File: config.mk
export PLATFORM = sky130hd
export DESIGN_NAME = mcif_rd_rsp_router
export DESIGN_NICKNAME = d
export VERILOG_FILES = /design/src/rtl/mcif_rd_rsp_router_pkg.sv /design/src/rtl/mcif_rd_rsp_router_tag_fifo.sv /design/src/rtl/mcif_rd_rsp_router.sv
export SDC_FILE = /design/constraint.sdc
export NUM_CORES = 1
export LEC_CHECK = 0
export ABC_AREA = 1
export CORE_AREA = 2 2 314 316
export DETAILED_ROUTE_END_ITERATION = 10
export DIE_AREA = 0 0 316 318
export GPL_ROUTABILITY_DRIVEN = 1
export GPL_TIMING_DRIVEN = 0
export RECOVER_POWER = 50
export REMOVE_ABC_BUFFERS = 1
export SLEW_MARGIN = 15
export SYNTH_ARGS = -nofsm -noshare
export SYNTH_HDL_FRONTEND = slang
export SYNTH_SLANG_ARGS = --single-unit
File: constraint.sdc
create_clock -name clk -period 3.16 [get_ports clk]
set_clock_uncertainty 0.2 [all_clocks]
set_input_delay 0.632 -clock clk [delete_from_list [all_inputs] [get_ports clk]]
set_output_delay 0.632 -clock clk [all_outputs]
set_load 0.05 [all_outputs]
File: src/rtl/mcif_rd_rsp_router_pkg.sv
// Shared types and constants for the MCIF read-response router.
// Optional checker enabled by defining MCIF_RSP_CHK_EN.
package mcif_rd_rsp_router_pkg;

  localparam int MCIF_CLIENT_NUM = 2;
  localparam int MCIF_ID_W       = 1;

  typedef enum logic [MCIF_ID_W-1:0] {
    CLIENT0 = 1'b0,
    CLIENT1 = 1'b1
  } client_e;

  // Tag layout is {id, len}; len occupies the low bits.
  function automatic int tag_w(input int len_w);
    return MCIF_ID_W + len_w;
  endfunction

endpackage

File: src/rtl/mcif_rd_rsp_router_tag_fifo.sv
// In-order tag FIFO holding {id,len} of every accepted read command.
// Push is ignored when full, pop is ignored when empty; no write-to-read bypass.
module mcif_tag_fifo #(
  parameter  int W     = 9,
  parameter  int DEPTH = 16,
  localparam int AW    = $clog2(DEPTH),
  localparam int CW    = AW + 1
) (
  input  logic          clk,
  input  logic          rst_n,
  input  logic          push,
  input  logic [W-1:0]  wr_data,
  input  logic          pop,
  output logic [W-1:0]  rd_data,
  output logic          full,
  output logic          empty,
  output logic [CW-1:0] count
);

  logic [W-1:0]  mem_q [DEPTH];
  logic [AW-1:0] wr_ptr_q, wr_ptr_d;
  logic [AW-1:0] rd_ptr_q, rd_ptr_d;
  logic [CW-1:0] count_q, count_d;
  logic          push_ok, pop_ok;

  assign full    = (count_q == CW'(DEPTH));
  assign empty   = (count_q == '0);
  assign count   = count_q;
  assign rd_data = mem_q[rd_ptr_q];
  assign push_ok = push & ~full;
  assign pop_ok  = pop & ~empty;

  // NOTE: every always_comb output gets a default first so no path leaves it unassigned (no latch).
  always_comb begin
    wr_ptr_d = wr_ptr_q;
    rd_ptr_d = rd_ptr_q;
    count_d  = count_q;
    if (push_ok) wr_ptr_d = wr_ptr_q + AW'(1);
    if (pop_ok)  rd_ptr_d = rd_ptr_q + AW'(1);
    case ({push_ok, pop_ok})
      2'b10:   count_d = count_q + CW'(1);
      2'b01:   count_d = count_q - CW'(1);
      default: count_d = count_q;
    endcase
  end

  // NOTE: state flops use non-blocking assignments so all registers update from pre-edge values.
  always_ff @(posedge clk or negedge rst_n) begin
    if (!rst_n) begin
      wr_ptr_q <= '0;
      rd_ptr_q <= '0;
      count_q  <= '0;
    end else begin
      wr_ptr_q <= wr_ptr_d;
      rd_ptr_q <= rd_ptr_d;
      count_q  <= count_d;
    end
  end

  // NOTE: storage is not reset; the pointers and count alone decide which entries are meaningful.
  always_ff @(posedge clk) begin
    if (push_ok) mem_q[wr_ptr_q] <= wr_data;
  end

endmodule

File: src/rtl/mcif_rd_rsp_router.sv
// Steers MCIF read-response beats to the client that owns the head tag and generates per-burst last.
// Define MCIF_RSP_CHK_EN to add mem_rsp_last input and the sticky rsp_err protocol checker.
module mcif_rd_rsp_router
  import mcif_rd_rsp_router_pkg::*;
#(
  parameter  int DAT_W = 256,
  parameter  int LEN_W = 8,
  parameter  int DEPTH = 16,
  localparam int CNT_W = $clog2(DEPTH) + 1
) (
  input  logic                 clk,
  input  logic                 rst_n,
  input  logic                 cmd_acc,
  input  logic [MCIF_ID_W-1:0] cmd_id,
  input  logic [LEN_W-1:0]     cmd_len,
  output logic                 cmd_stall,
  input  logic                 mem_rsp_vld,
  input  logic [DAT_W-1:0]     mem_rsp_dat,
  output logic                 mem_rsp_rdy,
  output logic                 c0_rsp_vld,
  output logic [DAT_W-1:0]     c0_rsp_dat,
  output logic                 c0_rsp_last,
  input  logic                 c0_rsp_rdy,
  output logic                 c1_rsp_vld,
  output logic [DAT_W-1:0]     c1_rsp_dat,
  output logic                 c1_rsp_last,
  input  logic                 c1_rsp_rdy,
  output logic [CNT_W-1:0]     outstanding,
  output logic                 idle
`ifdef MCIF_RSP_CHK_EN
  ,
  input  logic                 mem_rsp_last,
  output logic                 rsp_err
`endif
);

  localparam int TAG_W = tag_w(LEN_W);

  logic [TAG_W-1:0] push_tag, head_tag;
  logic             fifo_full, fifo_empty;
  client_e          head_id;
  logic [LEN_W-1:0] head_len;
  logic [LEN_W-1:0] cnt_q, cnt_d;
  logic             beat_acc, beat_last, pop;

  assign push_tag = {cmd_id, cmd_len};

  mcif_tag_fifo #(
    .W     (TAG_W),
    .DEPTH (DEPTH)
  ) u_tag_fifo (
    .clk     (clk),
    .rst_n   (rst_n),
    .push    (cmd_acc),
    .wr_data (push_tag),
    .pop     (pop),
    .rd_data (head_tag),
    .full    (fifo_full),
    .empty   (fifo_empty),
    .count   (outstanding)
  );

  // Data is a plain fan-out; only the valid/last/ready handshake is steered.
  assign c0_rsp_dat = mem_rsp_dat;
  assign c1_rsp_dat = mem_rsp_dat;
  assign cmd_stall  = fifo_full;
  assign idle       = (outstanding == '0) && (cnt_q == '0);

  always_comb begin
    head_id     = client_e'(head_tag[TAG_W-1 -: MCIF_ID_W]);
    head_len    = head_tag[LEN_W-1:0];
    beat_last   = ~fifo_empty && (cnt_q == head_len);
    c0_rsp_vld  = 1'b0;
    c1_rsp_vld  = 1'b0;
    c0_rsp_last = 1'b0;
    c1_rsp_last = 1'b0;
    mem_rsp_rdy = 1'b0;
    if (!fifo_empty) begin
      if (head_id == CLIENT1) begin
        c1_rsp_vld  = mem_rsp_vld;
        c1_rsp_last = beat_last;
        mem_rsp_rdy = c1_rsp_rdy;
      end else begin
        c0_rsp_vld  = mem_rsp_vld;
        c0_rsp_last = beat_last;
        mem_rsp_rdy = c0_rsp_rdy;
      end
    end
    beat_acc = mem_rsp_vld & mem_rsp_rdy;
    pop      = beat_acc & beat_last;
    cnt_d    = cnt_q;
    if (pop)           cnt_d = '0;
    else if (beat_acc) cnt_d = cnt_q + LEN_W'(1);
  end

  always_ff @(posedge clk or negedge rst_n) begin
    if (!rst_n) cnt_q <= '0;
    else        cnt_q <= cnt_d;
  end

`ifdef MCIF_RSP_CHK_EN
  logic rsp_err_q, rsp_err_d;

  // Sticky: flags a last-beat disagreement with memory or a push attempted while full.
  always_comb begin
    rsp_err_d = rsp_err_q;
    if (beat_acc && (mem_rsp_last != beat_last)) rsp_err_d = 1'b1;
    if (cmd_acc && fifo_full)                    rsp_err_d = 1'b1;
  end

  always_ff @(posedge clk or negedge rst_n) begin
    if (!rst_n) rsp_err_q <= 1'b0;
    else        rsp_err_q <= rsp_err_d;
  end

  assign rsp_err = rsp_err_q;
`endif

endmodule

==> impl_results.rst <==
.. list-table::
   :header-rows: 1

   * - Metric
     - Value
   * - Fraction of layout cells with a size suffix above 1
     - 0.193
   * - Global-route congestion overflow total
     - 0
   * - Arrival @ worst endpoint
     - 3.67 ns
   * - Maximum number of buffers from clock root to sink
     - 2
   * - F_max
     - 0.282 GHz
   * - Filler instances
     - 11.1k
   * - Overall power after layout
     - 7.38 mW
   * - Crit path max fanout
     - 6
   * - Hold Path End
     - cnt_q[0]
   * - Detailed-route DRC error count
     - 0
   * - HPWL after DPL
     - 144 mm
   * - Vias in the first global route
     - 6,135
   * - Total wire length
     - 158 mm
   * - Vert. Die Dim
     - 318 um
   * - Post-synthesis area per instance
     - 8.94 um2
   * - Sum Neg Setup Slack
     - -1.61 ns
   * - Final setup violating endpoints
     - 7
   * - Net count, final
     - 1,130
   * - CTS Buf Count
     - 17
   * - Min-Delay Path Depth
     - 2
   * - Largest net degree at the start of global routing
     - 47
   * - Share of the clock period used by the worst path after layout
     - 1.12
   * - Delay of the slowest cell on the worst path
     - 0.53 ns
   * - Instance count after placement with tap cells included
     - 2,074
   * - Pwr/cell area
     - 676 nW/um2
   * - Deepest level of the CTS H-tree
     - 4
   * - Global-route wire length before repair
     - 171 mm
   * - List of cells traversed by the critical path
     - buf_12 -> buf_12 -> buf_4 -> nand2_1 -> o211ai_1 -> nand3_1 -> nand3_2 -> nand2_4 -> nand2_2 -> nand3_2 -> nor2_4 -> nand2_2 -> inv_2 -> ha_4 -> fa_2 -> a21o_1 -> a21oi_2 -> inv_1 -> a21oi_1 -> o21ai_1 -> xor2_1
   * - Post-synthesis to final-layout area growth
     - -6.07%
   * - Sinks on Clock Net
     - 165
   * - Worst rel slew slack
     - 0.279
   * - Top cell types by occurrence after synthesis
     - 513 x sky130_fd_sc_hd__buf_4, 248 x sky130_fd_sc_hd__nand2_1, 144 x sky130_fd_sc_hd__edfxtp_1
   * - Reg-to-reg critical path endpoint
     - u_tag_fifo.count[4]
   * - Count of max-cap constraint violations
     - 0
   * - Final instance area
     - 10,900 um2
   * - Initial drt markers
     - 933
   * - Cell count of the worst reg-to-reg path
     - 21
   * - Number of storage elements in the synthesis netlist
     - 165
   * - Critical Path Start Type
     - register
   * - Reported leakage power
     - 4.08 nW
   * - Final cell count without fillers
     - 2,149
   * - 1st-pass router iterations
     - 5
   * - Worst R2R Setup Slack
     - -0.38 ns
   * - Primary FF master, synth
     - sky130_fd_sc_hd__edfxtp_1
   * - Final weighted congestion in routability-driven placement
     - 0.825
   * - Min-delay worst type
     - register to register
   * - CP Data Required Time
     - 3.29 ns
   * - Transition time at the pin with the least slew margin
     - 1.08 ns
   * - Port Buffers
     - 26
   * - Vias after detailed routing
     - 7,615
   * - Fraction of registers with async set or reset after synthesis
     - 0.127
   * - Leading cell types by total area after synthesis
     - sky130_fd_sc_hd__edfxtp_1 37%, sky130_fd_sc_hd__buf_4 33%, sky130_fd_sc_hd__nand2_1 8.0%, sky130_fd_sc_hd__dfrtp_1 4.5%, sky130_fd_sc_hd__nand3_1 4.5%
   * - Post-synth EDFFs
     - 144
   * - Initial antenna violation count
     - 4
   * - Ports placed on the boundary
     - 795
   * - Pins over their slew limit
     - 0
   * - Total number of yosys warnings
     - 0
   * - Vias/cell
     - 3.54
   * - Post-Place Cell Area
     - 9480 um2
   * - Die span in x
     - 316 um
   * - Number of distinct library cell variants in the gate-level netlist after synthesis
     - 34
   * - Register clock-pin slew on the reported worst setup and hold paths
     - 0.08 ns
   * - Cell with the biggest individual delay on the critical path
     - sky130_fd_sc_hd__dfrtp_4
   * - Result of the run
     - complete, but fails checks
   * - Minimum clock period after layout
     - 3.54 ns
   * - Clock insertion delay at the later pin of the skew report
     - 0.44 ns
   * - Leading area contributor after synthesis
     - sky130_fd_sc_hd__edfxtp_1
   * - Post-synthesis cell count
     - 1,300
   * - Final Hold Fails
     - 0
   * - Cell Area, Synth
     - 11,600 um2
   * - Min setup slack post-route
     - -0.382 ns
   * - Type of destination of the critical path
     - register
   * - CTS tree
     - yes
   * - Cell at the root of the clock tree
     - sky130_fd_sc_hd__clkbuf_16
   * - Share of the synthesized area in the top cell type
     - 0.372
   * - Critical setup path kind
     - register to register
   * - Antenna-violating nets left
     - 0
   * - Sequential area share after synthesis
     - 0.417
   * - Die footprint
     - 100,000 um2
   * - RSZ-0062 raised after global routing
     - yes
   * - Hold path start
     - cnt_q[0]
   * - Launching point of the worst reg2reg path
     - u_tag_fifo.rd_ptr_q[0]
   * - Worst voltage drop across the vdd grid
     - 0.000558 V
   * - Failing checks
     - setup timing
   * - Area of the core region
     - 97,400 um2
   * - GRT Resource Usage Total
     - 0.305
   * - Initial core utilization
     - 0.119
   * - Count leader, synth
     - sky130_fd_sc_hd__buf_4
   * - Avg WL per Cell
     - 73.4 um
   * - Cell Rows
     - 115
[cell type report]
class / instances / area [um2] / share of cell area
clock inverters: 15 / 141 / 0.0130
clock buffers: 17 / 425 / 0.0390
repair inverters: 2 / 31.3 / 0.00287
flip-flops and latches: 165 / 4860 / 0.445
inverters: 105 / 433 / 0.0397
multi-input cells: 490 / 2650 / 0.243
diodes: 2 / 5.00 / 0.000458
well taps: 1287 / 1610 / 0.148
repair buffers: 66 / 761 / 0.0697
[worst max-delay path by stage]
stage,start,cells past startpoint,slack [ns],endpoint
floorplan,u_tag_fifo.rd_ptr_q[0],11,-1.88,c0_rsp_last
global placement,u_tag_fifo.rd_ptr_q[0],21,-3.76,u_tag_fifo.count[4]
detailed placement,u_tag_fifo.rd_ptr_q[1],17,-1.46,u_tag_fifo.count[4]
CTS,u_tag_fifo.rd_ptr_q[0],22,-0.34,u_tag_fifo.count[4]
global route,u_tag_fifo.rd_ptr_q[0],23,-0.54,u_tag_fifo.count[4]
finish,u_tag_fifo.rd_ptr_q[0],21,-0.38,u_tag_fifo.count[4]
[logic make-up after synthesis]
| kind of cell | Yosys count | synth area share |
|---|---|---|
| xor gates and xnor gates | 8 | 0.00603 |
| adders and majority gates | 12 | 0.0136 |
| and+or+nand+nor | 441 | 0.165 |
| DFF | 165 | 0.417 |
| buffers and inverters | 645 | 0.383 |
| AOI/OAI and AO/OA | 29 | 0.0152 |
[critical path, delay by kind of cell (launching register included)]
family | cells | cell delay [ns]
AOI/OAI and AO/OA | 5 | 0.58
xor gates and xnor gates | 1 | 0.16
adders and majority gates | 2 | 0.55
buffers and inverters | 5 | 0.56
DFF | 1 | 0.53
and+or+nand+nor | 8 | 0.84
[per-stage QoR]
step           hold WS, ns  worst slack [ns]  utilization
3_3_place_gp         0.333             -3.76       0.0969
2_1_floorplan        0.136             -1.88            -
6_report             0.379            -0.382        0.112
3_5_place_dp         0.344             -1.46       0.0973
5_1_grt              0.428            -0.540        0.112
4_1_cts              0.361            -0.341        0.110
[state kept, by name, summed over array words and instances (netlist names)]
name	cells
u_tag_fifo.wr_ptr_q	4
u_tag_fifo.count	5
cnt_q	8
u_tag_fifo.mem_q	144
u_tag_fifo.rd_ptr_q	4
[timing repair]
action	CTS	global route
hold buffers	0	0
gates resized for setup	119	37
setup buffers	28	6
setup endpoints to repair	23	11
cloned	6	1
pin swaps	23	26
[cells in the final DEF (no fill, tap or decap), drive strengths merged, types with 2 or more instances in the layout]
master	synthesis	routed
nand2	253	253
edfxtp	144	144
inv	104	114
nand3	111	111
nor2	54	54
buf	538	45
dfrtp	21	21
clkdlybuf4s50	0	19
clkbuf	2	18
o21ai	15	15
ha	11	11
nand4	9	9
nor3	8	8
xor2	7	7
o211ai	6	6
clkinv	1	6
or2	5	5
a21oi	5	5
diode	0	2
a21o	2	2
clkinvlp	0	2
[where the power goes]
part / total, mW / switching, mW / internal, mW / leakage (nW)
registers: 2.86 / 0.190 / 2.67 / 1.54
clock network: 1.99 / 0.949 / 1.04 / 0.275
logic: 2.53 / 1.61 / 0.925 / 2.26
[layer usage]
| metal | GRT usage | part of all wire |
|---|---|---|
| met5 | 0.171 | 0.015 |
| met2 | 0.525 | 0.49 |
| met4 | 0.232 | 0.095 |
| met3 | 0.371 | 0.26 |
| met1 | 0.121 | 0.14 |
Power figures use the tool's default switching activity.
